[src/rtl/instr_fetch_port.sv]
// Instruction-memory side of the PCU fetch interface: req/ack read, opcode return, stall and NOP bubbles.
// Optional one-entry last-fetch cache enabled by defining LAST_HIT_EN.
module instr_fetch_port #(
  parameter logic [7:0]  NOP_OPCODE = 8'h00,
  parameter int unsigned TIMEOUT    = 16
) (
  input  logic        clock,
  input  logic        reset,
  input  logic [11:0] address,
  output logic [7:0]  D_BUS,
  output logic        stall,
  output logic        mem_req,
  output logic [11:0] mem_addr,
  input  logic        mem_ack,
  input  logic [7:0]  mem_rdata,
  output logic        fetch_err,
  output logic [7:0]  err_count
);

  localparam int unsigned WCW_RAW = $clog2(TIMEOUT + 1);
  localparam int unsigned WCW     = (WCW_RAW < 1) ? 1 : WCW_RAW;
  localparam bit          TO_EN   = (TIMEOUT != 0);
  localparam logic [WCW-1:0] TO_LAST = TO_EN ? WCW'(TIMEOUT - 1) : '0;

  typedef enum logic [1:0] {
    S_IDLE  = 2'd0,
    S_REQ   = 2'd1,
    S_ISSUE = 2'd2
  } state_t;

  state_t           r_state;
  state_t           w_next;
  logic [WCW-1:0]   r_wait_cnt;
  logic [7:0]       r_d_bus;
  logic             r_fetch_err;
  logic [7:0]       r_err_count;
  logic             w_in_req;
  logic             w_hit;
  logic [7:0]       w_hit_data;
  logic             w_ack;
  logic             w_timeout;

  assign w_in_req = (r_state == S_REQ);

`ifdef LAST_HIT_EN
  logic        r_tag_valid;
  logic [11:0] r_tag;
  logic [7:0]  r_data;

  assign w_hit      = w_in_req && r_tag_valid && (address == r_tag);
  assign w_hit_data = r_data;

  // Last-fetch cache: filled by every acked memory read, never by a timeout
  always_ff @(posedge clock or negedge reset) begin
    if (!reset) begin
      r_tag_valid <= 1'b0;
      r_tag       <= '0;
      r_data      <= '0;
    end else if (w_ack) begin
      r_tag_valid <= 1'b1;
      r_tag       <= address;
      r_data      <= mem_rdata;
    end
  end
`else
  assign w_hit      = 1'b0;
  assign w_hit_data = NOP_OPCODE;
`endif

  // A cache hit suppresses the memory request, so any ack seen then is ignored
  assign w_ack     = w_in_req && !w_hit && mem_ack;
  assign w_timeout = TO_EN && w_in_req && !w_hit && !mem_ack && (r_wait_cnt == TO_LAST);

  always_ff @(posedge clock or negedge reset) begin
    if (!reset) r_state <= S_IDLE;
    else        r_state <= w_next;
  end

  always_comb begin
    w_next = r_state;
    case (r_state)
      S_IDLE:  w_next = S_REQ;
      S_REQ:   if (w_hit || w_ack || w_timeout) w_next = S_ISSUE;
      S_ISSUE: w_next = S_REQ;
      default: w_next = S_IDLE;
    endcase
  end

  always_comb begin
    stall    = 1'b0;
    mem_req  = 1'b0;
    mem_addr = address;
    case (r_state)
      S_REQ: begin
        stall   = 1'b1;
        mem_req = !w_hit;
      end
      default: ;
    endcase
  end

  // Registered data path: instruction byte, error pulse, saturating error count, wait counter
  always_ff @(posedge clock or negedge reset) begin
    if (!reset) begin
      r_d_bus     <= NOP_OPCODE;
      r_fetch_err <= 1'b0;
      r_err_count <= 8'h00;
      r_wait_cnt  <= '0;
    end else begin
      r_fetch_err <= 1'b0;
      case (r_state)
        S_REQ: begin
          if (r_wait_cnt != '1) r_wait_cnt <= r_wait_cnt + WCW'(1);
          if (w_hit) begin
            r_d_bus <= w_hit_data;
          end else if (w_ack) begin
            r_d_bus <= mem_rdata;
          end else if (w_timeout) begin
            r_d_bus     <= NOP_OPCODE;
            r_fetch_err <= 1'b1;
            if (r_err_count != 8'hFF) r_err_count <= r_err_count + 8'd1;
          end
        end
        S_ISSUE: begin
          r_d_bus    <= NOP_OPCODE;
          r_wait_cnt <= '0;
        end
        default: r_wait_cnt <= '0;
      endcase
    end
  end

  assign D_BUS     = r_d_bus;
  assign fetch_err = r_fetch_err;
  assign err_count = r_err_count;

endmodule

[config.mk]
export PLATFORM = sky130hd
export DESIGN_NAME = instr_fetch_port
export DESIGN_NICKNAME = d
export VERILOG_FILES = /design/src/rtl/instr_fetch_port.sv
export SDC_FILE = /design/constraint.sdc
export NUM_CORES = 1
export LEC_CHECK = 0
export CAP_MARGIN = 40
export CORE_MARGIN = 10
export CORE_UTILIZATION = 23
export CTS_BUF_LIST = sky130_fd_sc_hd__clkbuf_2 sky130_fd_sc_hd__clkbuf_4 sky130_fd_sc_hd__clkbuf_8
export DETAILED_ROUTE_END_ITERATION = 8
export PLACE_DENSITY_LB_ADDON = 0.05
export REMOVE_ABC_BUFFERS = 1
export SLEW_MARGIN = 20
export SYNTH_ARGS = -nofsm -noshare
export SYNTH_HDL_FRONTEND = slang
export SYNTH_SLANG_ARGS = --single-unit
[constraint.sdc]
create_clock -name clock -period 3.7 [get_ports clock]
set_input_delay 0.37 -clock clock [delete_from_list [all_inputs] [get_ports clock]]
set_output_delay 0.37 -clock clock [all_outputs]
set_load 0.005 [all_outputs]
==> reports/summary.md, run 1 <==
The flow ran to the end, and the final reports show no timing, DRC or antenna violations. Counting the buffers created by CTS gives 3. The worst path in the final design needs a cycle of 2.058 ns, including I/O delays and setup. The most area-hungry cell type in the Yosys netlist is sky130_fd_sc_hd__dfrtp_1. The average wire per cell in the routed design came out at 13.72 um. TritonCTS built the clock tree. The worst hold margin was 0.4667 ns. The H-tree level count is 1, and the maximum number of pins on one net before global-route repair is 25. Setup repair after global routing left no endpoint under its margin. In the post-synthesis netlist, the biggest area contributors are sky130_fd_sc_hd__dfrtp_1, sky130_fd_sc_hd__ha_1, sky130_fd_sc_hd__buf_4. The logs give 8970 um2 for the area of the die and 1607 um2 for the area of all placed cells without fillers. The path class of the tightest hold or removal check is in -> async. At the pin with the least slew margin, the transition time is 0.5203 ns. Between clock sinks in the finished design, the worst skew comes to 0.001284 ns. The max-capacitance violation count is 0, and the effective utilization at floorplan is 23.46%. For this design the static power due to leakage is 0.0006972 uW. For this run, design rule violations remaining after detail routing come to 0.

After detailed placement, the total cell area comes to 1551 um2. The logs give 1.69 ns for the arrival time at the worst endpoint and 27 for the number of core rows. The logs give 0 for the max-slew violation total from the final report and 1,009 for the via count of the first global-routing pass. The count of cells resized by post-cts repair was 0; the y dimension of the die was 94.71 um.

The die is 94.71 um wide. The first global-routing pass estimated 4.802 mm of wire. In this run, post-CTS hold repair placed 0 buffers. The tools report the starting DRC count in detailed routing as 17. At the placement stage, the worst setup path has a slack of 1.772 ns.

After clock tree synthesis, the clock-pin slew on the worst setup and hold paths is 0.09 ns. Walking the worst path, the cells encountered are inv_1, ha_1, clkdlybuf4s50_1. The final layout contains routed wiring with a total length of 2.963 mm. The clock drives 24 sinks.

The sort of element at the start of the critical path was a flip-flop. The relative slew slack came out at 65.19%. The run gives 5473 um2 as the placeable core area. The least setup slack across all paths after layout is 1.642 ns. Grouping stages by cell kind, the critical path spends the most delay in buffers and inverters. The share of the clock period used by the worst path after layout was 55.62%. In the synthesized netlist the dominant register cell turns out to be sky130_fd_sc_hd__dfrtp_1. For this block, the via count after detailed routing is 891. The total power density per cell area was 522.8 nW/um2; the number of buffers and inverters on the critical path was 2. After synthesis, the share of flip-flops with an asynchronous set or reset is 100.0%. Of all nets on the critical path, the largest fanout is 10. Number of enable-type register cells in the synthesized netlist: 0.

The run gives 0 as the number of setup violations in the final report. STA puts the critical path data required time at 3.33 ns. For the hold violation count in the final report, the log shows 0.

Buffers added to address setup during post-CTS repair amount to 0. The relative area change from synthesis to final layout is 25.15%. The root buffer cell chosen for the clock tree is sky130_fd_sc_hd__clkbuf_8.

The number of iterations in the first detailed-routing pass was 4. Including well taps, the total number of placed cells is 212. During placement, the flow inserted port buffers numbering 29. Global routing used 6.902% of the available tracks across all layers. The count of distinct cell types in the synthesized netlist was 29; the mapped cell area was 1284 um2.

The post-route netlist has 8.333% of its cells at a drive strength greater than 1. For the clock latency of the later-clocked register in the worst-skew pair, the log shows 0.27 ns. The worst setup path is captured at an output port.

The mean cell area of the mapped netlist works out to 10.27 um2. The aggregate global routing overflow is 0. Counting along the longest clock path gives a buffer depth of 2.

The count of cells in the finished layout, fillers not included, comes to 216. At the end of routability-driven placement, the weighted congestion stood at 0.7374. The Yosys step of the flow raised 0 warnings. In this run the remaining antenna-violating nets after routing total 0. The synthesized design contains 24 register bits. Using the TritonRoute via totals, the vias-per-cell ratio works out to 4.125. Synthesis handed over a netlist of 125 instances. The logs give 485.9 MHz for the upper clock frequency limit and 0 for the final antenna diode count. The logs give 1.77 ns for the slack of the worst reg-to-reg path and 54 for the number of top-level pins. In this run the critical register-to-register path is captured at err_count[1]. Summed over its instances, the top area cell type makes up 46.78% of the synthesized netlist area. The run gives 2.250 mm as the placed wire-length estimate after detailed placement. The startpoint identified for the worst register-to-register timing path is r_wait_cnt[0]. The largest stage delay on the critical path is 0.57 ns. IR analysis of the VDD net gives a maximum drop of 0.1904 mV. The net count of the finished layout is 177.

The initial antenna violation count is 0. On the critical path, the stage with the largest delay is an instance of sky130_fd_sc_hd__clkdlybuf4s50_1. The number of cells on the worst reg-to-reg path is 6. Category of the critical setup timing path: reg -> out. For this run, the register share of the synthesized area comes to 46.78%. After routing, the total negative slack on setup checks comes to 0 ns.
[kinds of logic (layout without fill, tap and decap cells)]
family	count (synthesis)	after routing	share of synthesized area, %
compound gates	17	17	7.114
xor+xnor	8	8	5.458
fa+ha+maj	9	9	8.772
buf+inv	18	37	10.23
flops	24	24	46.78
mux	3	3	2.534
simple gates	46	46	19.10
[state kept, by name (all words and copies together), names as in the netlist]
register / cells
r_wait_cnt: 5
r_state: 2
err_count: 8
D_BUS: 8
fetch_err: 1
[report_power, final]
group | switching (uW) | internal [uW] | leakage (uW)
Combinational | 148 | 155 | 0.000339
Sequential | 37.8 | 316 | 0.000329
Clock | 88.9 | 95.1 | 0.0000288
[through the flow]
| step | total power [uW] | util (%) |
|---|---|---|
| 2_1_floorplan | 506.4 | - |
| 3_3_place_gp | 665.9 | 28.35 |
| 3_5_place_dp | 675.6 | 28.35 |
| 4_1_cts | 868.8 | 29.36 |
| 5_1_grt | 915.0 | 29.36 |
| 6_report | 839.9 | 29.36 |
[layout make-up]
type / instances / area (um2)
Sequential cell: 24 / 600.6
Inverter: 3 / 11.26
Timing Repair Buffer: 30 / 297.8
Tap cell: 72 / 90.09
Fill cell: 577 / 3866
Clock buffer: 4 / 55.05
Multi-Input combinational cell: 83 / 551.8
[synthesized netlist by cell type (2+ instances only)]
| cell | count |
|---|---|
| sky130_fd_sc_hd__and2_1 | 4 |
| sky130_fd_sc_hd__buf_4 | 13 |
| sky130_fd_sc_hd__xor2_1 | 2 |
| sky130_fd_sc_hd__o21ai_0 | 9 |
| sky130_fd_sc_hd__mux2_2 | 2 |
| sky130_fd_sc_hd__inv_1 | 3 |
| sky130_fd_sc_hd__dfrtp_1 | 24 |
| sky130_fd_sc_hd__nand3_1 | 3 |
| sky130_fd_sc_hd__nand2_1 | 21 |
| sky130_fd_sc_hd__a21oi_1 | 5 |
| sky130_fd_sc_hd__ha_1 | 9 |
| sky130_fd_sc_hd__buf_6 | 2 |
| sky130_fd_sc_hd__and3_1 | 2 |
| sky130_fd_sc_hd__xnor2_1 | 6 |
| sky130_fd_sc_hd__nor2_1 | 5 |
| sky130_fd_sc_hd__nand4_1 | 2 |
[placed cells by master (no fill, tap or decap), drive strengths merged]
master,netlist,layout
xnor2,6,6
o21ai,11,11
inv,3,3
nand3,3,3
nand2b,2,2
buf,15,1
and2,4,4
mux2,2,2
nor2b,1,1
nand2,22,22
nor3,1,1
nand4b,1,1
nor3b,1,1
a21oi,5,5
ha,9,9
xor2,2,2
and3,2,2
clkdlybuf4s50,0,29
clkbuf,0,4
nand4,2,2
mux2i,1,1
dfrtp,24,24
o31ai,1,1
and3b,1,1
and4,1,1
nor2,5,5
[how the worst max path moves through the flow]
stage	start	to	slack, ns	cells past startpoint
2_1_floorplan	r_wait_cnt[0]	err_count[1]	1.90	6
3_3_place_gp	r_wait_cnt[0]	err_count[1]	1.81	6
3_5_place_dp	r_wait_cnt[0]	err_count[1]	1.77	6
4_1_cts	r_state[1]	stall	1.57	3
5_1_grt	r_state[1]	mem_req	1.51	3
6_report	r_state[1]	stall	1.64	3
[routing by layer]
layer  global-route usage (%)  part of all wire [%]  vias to the layer above  wire length (um)
li1                         -                     -                      437                 -
met1                    7.017                    41                      402              1212
met2                    10.76                    45                       48              1322
met3                    4.600                    13                        4               386
met4                    3.367                   1.4                        0                42
met5                        0                     0                        -                 0
[worst register-to-register path, cell delays in order, from the launching register on]
cell and delay (ns):
sky130_fd_sc_hd__dfrtp_1 0.41, sky130_fd_sc_hd__ha_1 0.22, sky130_fd_sc_hd__and3_1 0.17, sky130_fd_sc_hd__ha_1 0.23, sky130_fd_sc_hd__and3b_1 0.31, sky130_fd_sc_hd__o21ai_2 0.14
sky130_fd_sc_hd__mux2_2 0.35
Note: power is estimated with default switching activity, not from simulation.
==> run 2: changes to the inputs <==
==> constraint.sdc (replaced) <==
create_clock -name clock -period 1.9 [get_ports clock]
set_input_delay 0.19 -clock clock [delete_from_list [all_inputs] [get_ports clock]]
set_output_delay 0.19 -clock clock [all_outputs]
set_load 0.005 [all_outputs]
==> reports/summary.md, run 2 (synthesis results as in run 1) <==
For the worst setup skew after layout, the log shows 0.01018 ns (was 0.001284 ns). Type of the tightest min-delay check: in -> async (unchanged). The relative area change from synthesis to final layout was 29.34% (was 25.15%). The number of top-level pins is 54 (unchanged), and the number of routed nets with antenna violations is 0 (unchanged). The cell count after placement is 215 (was 212), and the least setup slack across all paths after layout is 0.08032 ns (was 1.642 ns). The category of the critical setup timing path was reg -> reg (was reg -> out).

Subtracting the final worst setup slack from the clock period gives 1.820 ns. Buffer cell driving the clock tree root: sky130_fd_sc_hd__clkbuf_8 (unchanged). Setup repair after global routing left no endpoint under its margin. The fraction of final layout cells sized beyond drive strength 1 works out to 12.93% (was 8.333%).

The logs give 1781 uW (was 839.9 uW) for the overall power consumption and 1574 um2 (was 1551 um2) for the placed cell area. The y dimension of the die is 94.71 um (unchanged). For the setup fix buffers added after clock tree synthesis, the log shows 0 (unchanged).

The run gives 0 (unchanged) as the initial antenna violation count. The total track usage was 6.757% (was 6.902%); the worst supply voltage drop on vdd was 0.4053 mV (was 0.1904 mV). The global-route wire length before repair came out at 4.795 mm (was 4.802 mm). The share of the clock period used by the worst path after layout was 95.77%; the vias per cell was 4.096 (was 4.125).

The run gives 10.01% (was 10.76%) as the met2 track demand over resource. The routed wire length was 2.856 mm (was 2.963 mm). Sort of element at the start of the critical path: a flip-flop (unchanged). The required time of the critical path was 2.07 ns (was 3.33 ns). The deepest clock path buffer count was 2 (unchanged). The logs give 0 (unchanged) for the max-slew violation total from the final report and 572 (was 577) for the number of filler cells placed in the layout. The type of destination of the critical path is a flip-flop (was an output port). The effective utilization at floorplan is 23.46% (unchanged), and the maximum number of pins on one net before global-route repair is 25 (unchanged). The average wire per cell in the routed design is 13.04 um (was 13.72 um), and the global routing usage on met1 is 7.345% (was 7.017%).

The run gives 77.69% (was 65.19%) as the relative slew slack. The met3 track demand over resource was 4.600% (unchanged). The placeable core area was 5473 um2 (unchanged); the clock latency of the later-clocked register in the worst-skew pair was 0.27 ns (about the same).

Top library cells by usage in the layout, fill and taps aside: sky130_fd_sc_hd__clkdlybuf4s50_1, sky130_fd_sc_hd__dfrtp_1, sky130_fd_sc_hd__nand2_1 (unchanged). The number of buffer cells added on primary ports was 29 (unchanged). The placed wire-length estimate after detailed placement came out at 2.130 mm (was 2.250 mm).

The aggregate global routing overflow is 0 (unchanged). The tools report the hold violation count in the final report as 0 (unchanged). The number of iterations in the first detailed-routing pass was 4 (unchanged). The largest fanout of any net on the critical path works out to 4 (was 10).

TritonCTS built the clock tree. The most common cell after layout, fill and taps aside was sky130_fd_sc_hd__clkdlybuf4s50_1 (unchanged). The worst-margin pin slew is 0.3346 ns (was 0.5203 ns), and the arrival time at the worst endpoint is 1.99 ns (was 1.69 ns). The total via count in the routed design is 897 (was 891), and the residual DRC count is 0 (unchanged). The post-CTS clock slew at the launch and capture registers of the worst setup and hold paths came out at 0.10 ns (was 0.09 ns).

The run gives 180 (was 177) as the post-layout net count. Setup TNS: 0 ns (unchanged). The logs give 0.0007187 uW (was 0.0006972 uW) for the static leakage power and 0 (unchanged) for the final antenna diode count. The number of setup violations in the final report was 0 (unchanged).

The run gives 985 (was 1,009) as the via count of the first global-routing pass. The number of core rows is 27 (unchanged), and the total power density per cell area is 1073 nW/um2 (was 522.8 nW/um2). The H-tree level count came out at 1 (unchanged). For the upper clock frequency limit, the log shows 549.5 MHz. The tools report the area of all placed cells without fillers as 1660 um2 (was 1607 um2).

The tools report the post-route non-filler standard cell count as 219 (was 216). Horizontal die dimension: 94.71 um (unchanged). Max-capacitance violation count: 0 (unchanged). Worst setup slack before clock tree synthesis: 0.02526 ns (was 1.772 ns). Weighted congestion at the end of routability-driven global placement: 0.7000 (was 0.7374). The clock buffer count from CTS is 3 (unchanged), and the starting DRC count in detailed routing is 9 (was 17). The flow ran to the end, and the final reports show no timing, DRC or antenna violations. Busiest metal layer after global routing: met2 (unchanged). The area of the die was 8970 um2 (unchanged). The run gives 24 (unchanged) as the total number of clock tree sinks.
run 2: timing repair:
action	4_1_cts	5_1_grt
hold buffers	0	0
endpoints found under the setup margin	0	15
gates resized for setup	0	5
run 2: final timing paths:
path,startpoint,end,slack (ns),cells after the start
min in group clock,address[0],mem_addr[0],0.38,0
max in group asynchronous,reset,D_BUS[2],1.37,2
max,r_wait_cnt[0],err_count[1],0.08,6
max reg2reg,r_wait_cnt[0],err_count[1],0.08,6
min,reset,err_count[7],0.28,2
min reg2reg,D_BUS[6],D_BUS[6],0.49,2
run 2: per-stage QoR:
stage,hold WS [ns],util [%]
5_1_grt,0.3021,30.34
3_5_place_dp,0.3801,28.76
2_1_floorplan,-0.1056,-
6_report,0.2750,30.34
4_1_cts,0.2805,30.06
3_3_place_gp,0.3801,28.76
run 2: power breakdown:
group	switching [uW]	internal, uW	total [uW]
clock network	177	282	459
registers	76.4	615	691
logic	293	339	631
total	546	1240	1780
run 2: worst max-delay path, cell delays in order (launching register included):
cell and delay, ns:
sky130_fd_sc_hd__dfrtp_1 0.41, sky130_fd_sc_hd__ha_1 0.22, sky130_fd_sc_hd__and3_1 0.16, sky130_fd_sc_hd__ha_2 0.20
sky130_fd_sc_hd__and3b_2 0.25, sky130_fd_sc_hd__o21ai_2 0.11, sky130_fd_sc_hd__mux2_2 0.37
run 2: layer usage:
layer,vias to the layer above,routed length (um)
met2,38,1259
met5,-,0
met4,0,27
li1,444,-
met1,413,1195
met3,2,374
run 2: layout make-up:
cell class	count	area, um2	area share [%]
flip-flops and latches	24	600.6	36.17
repair buffers	33	320.3	19.29
well taps	72	90.09	5.426
clock inverters	1	30.03	1.809
clock buffers	3	41.29	2.487
multi-input cells	83	566.8	34.14
inverters	3	11.26	0.6782
